==> config.mk <==
export PLATFORM = sky130hd
export DESIGN_NAME = seg_scan
export DESIGN_NICKNAME = d
export VERILOG_FILES = /design/src/rtl/seg_scan.sv
export SDC_FILE = /design/constraint.sdc
export NUM_CORES = 1
export LEC_CHECK = 0
export BUFFER_PORTS_ARGS = -buffer_cell sky130_fd_sc_hd__buf_2
export CAP_MARGIN = 10
export CORE_ASPECT_RATIO = 0.5
export CORE_UTILIZATION = 55
export DETAILED_ROUTE_END_ITERATION = 6
export GPL_TIMING_DRIVEN = 1
export PLACE_DENSITY = 0.79
export RECOVER_POWER = 50
export SYNTH_ARGS = -nofsm -noshare
export SYNTH_HDL_FRONTEND = slang
export SYNTH_SLANG_ARGS = --single-unit
export TNS_END_PERCENT = 5
==> constraint.sdc <==
create_clock -name clk -period 5.6 [get_ports clk]
set_clock_uncertainty 0.15 [all_clocks]
set_input_delay 1.4 -clock clk [delete_from_list [all_inputs] [get_ports clk]]
set_output_delay 1.4 -clock clk [all_outputs]
set_load 0.03 [all_outputs]
==> src/rtl/seg_scan.sv <==
// Time-multiplexed common-anode seven-segment driver with per-slot dead time.
// Define SEG_SCAN_LZB_EN to enable leading-zero blanking.
module seg_scan #(
  parameter int DIGITS = 4,
  parameter int DIV    = 1024,
  parameter int DEAD   = 2
) (
  input  logic                  clk,
  input  logic                  rst,
  input  logic [4*DIGITS-1:0]   data,
  input  logic [DIGITS-1:0]     dp,
  input  logic                  load,
  output logic [6:0]            seg,
  output logic                  dp_n,
  output logic [DIGITS-1:0]     an,
  output logic                  frame
);

  localparam int CW = $clog2(DIV);
  localparam int IW = (DIGITS > 1) ? $clog2(DIGITS) : 1;
  localparam logic [CW-1:0] CNT_LAST = CW'(DIV - 1);
  localparam logic [IW-1:0] IDX_LAST = IW'(DIGITS - 1);

  logic [CW-1:0]       cnt;
  logic [IW-1:0]       idx;
  logic [4*DIGITS-1:0] sh_data;
  logic [DIGITS-1:0]   sh_dp;
  logic                dead;
  logic                hide;
  logic [3:0]          nib;

  function automatic logic [6:0] glyph(input logic [3:0] v);
    logic [6:0] g;
    case (v)
      4'h0: g = 7'h40;
      4'h1: g = 7'h79;
      4'h2: g = 7'h24;
      4'h3: g = 7'h30;
      4'h4: g = 7'h19;
      4'h5: g = 7'h12;
      4'h6: g = 7'h02;
      4'h7: g = 7'h78;
      4'h8: g = 7'h00;
      4'h9: g = 7'h18;
      4'hA: g = 7'h08;
      4'hB: g = 7'h03;
      4'hC: g = 7'h46;
      4'hD: g = 7'h21;
      4'hE: g = 7'h06;
      default: g = 7'h0E;
    endcase
    return g;
  endfunction

  // With no dead time the comparison would be constant, so it is left out entirely.
  generate
    if (DEAD == 0) begin : g_no_dead
      assign dead = 1'b0;
    end else begin : g_dead
      assign dead = (cnt < CW'(DEAD));
    end
  endgenerate

  assign nib = sh_data[4*idx +: 4];

`ifdef SEG_SCAN_LZB_EN
  logic [DIGITS-1:0] suppress;

  // Walk down from the top digit; a digit stays blank until something non-zero is seen.
  always_comb begin
    logic seen;
    seen     = 1'b0;
    suppress = '0;
    for (int i = DIGITS - 1; i >= 0; i--) begin
      seen        = seen | (|sh_data[4*i +: 4]) | sh_dp[i];
      suppress[i] = ~seen & (i != 0);
    end
  end

  assign hide = suppress[idx];
`else
  assign hide = 1'b0;
`endif

  always_ff @(posedge clk) begin
    if (rst) begin
      cnt     <= '0;
      idx     <= '0;
      sh_data <= '0;
      sh_dp   <= '0;
      an      <= '1;
      seg     <= 7'h7F;
      dp_n    <= 1'b1;
      frame   <= 1'b0;
    end else begin
      if (load) begin
        sh_data <= data;
        sh_dp   <= dp;
      end
      if (cnt == CNT_LAST) begin
        cnt <= '0;
        idx <= (idx == IDX_LAST) ? '0 : idx + 1'b1;
      end else begin
        cnt <= cnt + 1'b1;
      end
      frame <= (cnt == CNT_LAST) && (idx == IDX_LAST);
      // Outputs reflect the pre-edge slot position, hence the one-cycle lag.
      if (dead || hide) begin
        an   <= '1;
        seg  <= 7'h7F;
        dp_n <= 1'b1;
      end else begin
        an   <= ~(DIGITS'(1) << idx);
        seg  <= glyph(nib);
        dp_n <= ~sh_dp[idx];
      end
    end
  end

endmodule

==> metrics.yaml <==
outcome:
  run_status: "complete, no violations"
synth:
  yosysTopAreaCell: "dfxtp_1"
  synth_cell_types: 35
  synth_edf_count: 0
  synth_seq_cells: 45
  netlist_area_mm2: 0.001986
  yosysWarnings: 0
  synth_nets: 226
  synth_top_cell_area_share: 0.4537
  synthTopCellsByArea: "dfxtp_1 45%, mux2i_1 13%, nor2_1 6.8%"
  syn_area_per_cell_um2: 10.29
  synth_seq_area_share: 0.4537
  syn_inst: 193
  async_flop_share: 0
  ys.flop_type: "dfxtp_1"
pwr:
  clkPwrFrac: 0.316
  p_comb_frac: 0.123
  p_per_area_mw_per_mm2: 275.5
  switching_share: 0.2591
  power.leakage_nw: 0.9354
  internal_power_mw: 0.4530
  ir_worst_vdd_mv: 0.1531
  p_switching_mw: 0.1584
  pwr-share-seq: 0.560
floorplan:
  initial_core_util: 0.6194
  ios: 36
  row_count: 14
  core-area_mm2: 0.003206
  die_h_um: 44.49
  die_x_um: 86.98
  die_area_mm2: 0.003869
sta:
  worst_slew_pin_slew_ps: 1110
  min_period_ps: 3086
  hold_viol: 0
  rsz0062_at_grt: "no"
  maxSlewHeadroom: 0.2603
  max_freq_ghz: 0.3241
  report.final.slew_viol_count: 0
  fin_crit_sh: 0.5510
  whs_ps: 302.7
  finalSetupTns_ps: 0
  setup_viol: 0
setup_path:
  reg2reg_from: "idx[0]$_SDFFE_PP0P_"
  critPathMaxFanout: 28
  critPathLaunch: "rst"
  r2r-end: "seg[3]$_SDFF_PP1_"
  slowest_stage: "a31oi_1"
  max_stage_delay_ps: 930
  critical_path_required_ps: 5570
  cp-end-kind: "register"
  ff2ff_setup_slack_ps: 2840
  startpoint_type: "input port"
  critical_path_arrival_ps: 3060
  r2r_cells: 7
  crit_type: "input port to register"
  crit_chain: "clkbuf_1 > a31oi_1 > o221ai_1"
place:
  gp_congestion: 0.8037
  io_buffers: 35
  place_hpwl_um: 2520
  placed_cell_area_mm2: 0.002135
drt:
  ant_nets: 0
  initialDrtViolationCount: 60
  wl_um: 3424
  vias: 1402
  wire_per_inst_um: 12.54
  drcViolationCount: 0
  vias_per_cell: 5.136
  dr.pass1.iters: 4
run:
  cap_violations: 0
final_layout:
  drive_gt1_frac: 0.2133
  fin_area_mm2: 0.002220
  finalNetCount: 257
  antenna_cells: 0
  syn_to_final_growth_pct: 11.78
global_route:
  top_usage_layer: "met2"
  grt_max_degree: 29
  first_global_vias: 1315
  grt_use_total: 0.2007
  grt-ovfl-total: 0
  use_met2: 0.3559
  use_met3: 0.06716
  antenna_found_initial: 0
  use_met1: 0.2326
  grt_pass1_wl_um: 5692
clocking:
  numCtsBuffers: 5
  root_buffer: "clkbuf_8"
  htree_levels: 2
  clock-sinks: 45
  cts.path.max_buffers: 2
  cts_tree: "yes"
  cts-resized-gates: 0
  cts_setup_buffers: 0
  insertion_delay_ps: 290
  cts.clk_slew.worst_paths_ps: 80
  cts_hold_buf: 0
worst_hold_path:
  holdCritPathClass: "register to register"
  whs_path_depth: 1
  worstHoldStart: "cnt[0]$_SDFF_PP0_"
  whs_endpoint: "cnt[0]$_SDFF_PP0_"
metal layers:
| layer | share of wire | vias to the layer above |
|---|---|---|
| met3 | 0.033 | 6 |
| met2 | 0.47 | 18 |
| met5 | 0 | - |
| met4 | 0.013 | 0 |
| met1 | 0.48 | 655 |
| li1 | - | 723 |
cell usage after synthesis (2+ instances only):
library cell  count
and3b_1           2
xor2_1            3
clkbuf_1          7
mux4_2            2
dfxtp_1          45
mux2i_1          25
ha_1             10
xnor2_1           4
nor3_1            3
buf_6             2
a21oi_1           4
inv_1             8
o221ai_1          3
nor2_1           36
nand3_1           7
nand2_1          11
mux4_1            3
registers in the layout, indices dropped and copies added (netlist names):
signal and cells:
an 4, cnt 10, dp_n 1, frame 1, idx 2, seg 7, sh_data 16, sh_dp 4
power groups by stage:
| stage | Sequential (mW) | Clock [mW] | Combinational [mW] |
|---|---|---|---|
| after floorplan | 0.358 | 0 | 0.0464 |
| after global placement | 0.350 | 0 | 0.0733 |
| after detailed placement | 0.350 | 0 | 0.0757 |
| after CTS | 0.342 | 0.199 | 0.0759 |
| after global routing | 0.344 | 0.209 | 0.0833 |
| final | 0.342 | 0.193 | 0.0755 |
worst max path at each step:
stage | endpoint | cells past startpoint
final | seg[4]$_SDFF_PP1_ | 3
after global placement | seg[6]$_SDFF_PP1_ | 3
after floorplan | seg[6]$_SDFF_PP1_ | 4
after CTS | seg[4]$_SDFF_PP1_ | 3
after detailed placement | seg[4]$_SDFF_PP1_ | 3
after global routing | seg[5]$_SDFF_PP1_ | 3
per-stage QoR:
step	cells	util	setup WS (ps)	total power, mW
3_5_place_dp	265	0.6659	2517	0.4257
6_report	273	0.6924	2514	0.6114
2_1_floorplan	193	-	3082	0.4049
4_1_cts	273	0.6928	2831	0.6173
5_1_grt	273	0.6924	2304	0.6366
3_3_place_gp	265	0.6659	2614	0.4228
cells by family (layout without fill, tap and decap cells):
kind of cell             Yosys count  count (layout)  share of synthesized area
buffers and inverters             19              51                    0.05860
AO/OA/AOI/OAI                     13              13                    0.04600
adder cells (fa/ha/maj)           10              10                    0.06301
AND/OR/NAND/NOR                   68              68                     0.1538
flip-flops                        45              45                     0.4537
XOR/XNOR                           7               7                    0.03088
multiplexers                      31              31                     0.1941
cells in the final DEF (no fill, tap or decap), drive strengths merged, types with 4 or more instances in the layout:
| master | synthesis | final |
|---|---|---|
| dfxtp | 45 | 45 |
| nor2 | 36 | 36 |
| buf | 3 | 34 |
| mux2i | 25 | 25 |
| nand2 | 11 | 11 |
| ha | 10 | 10 |
| inv | 8 | 8 |
| nand3 | 7 | 7 |
| clkbuf | 7 | 6 |
| mux4 | 5 | 5 |
| a21oi | 4 | 4 |
| xnor2 | 4 | 4 |
| o221ai | 4 | 4 |
critical path, delay by kind of cell:
| family | cells | cell delay (ps) |
|---|---|---|
| compound gates | 2 | 1210 |
| buf+inv | 1 | 440 |
area by class of cell:
class | count | area, um2
clock buffer | 5 | 68.82
clock inverter | 3 | 17.52
fill | 252 | 985.9
inverter | 8 | 30.03
multi-input combinational | 129 | 968.4
sequential | 45 | 900.9
tap | 48 | 60.06
timing repair buffer | 35 | 173.9
Power figures use the tool's default switching activity.
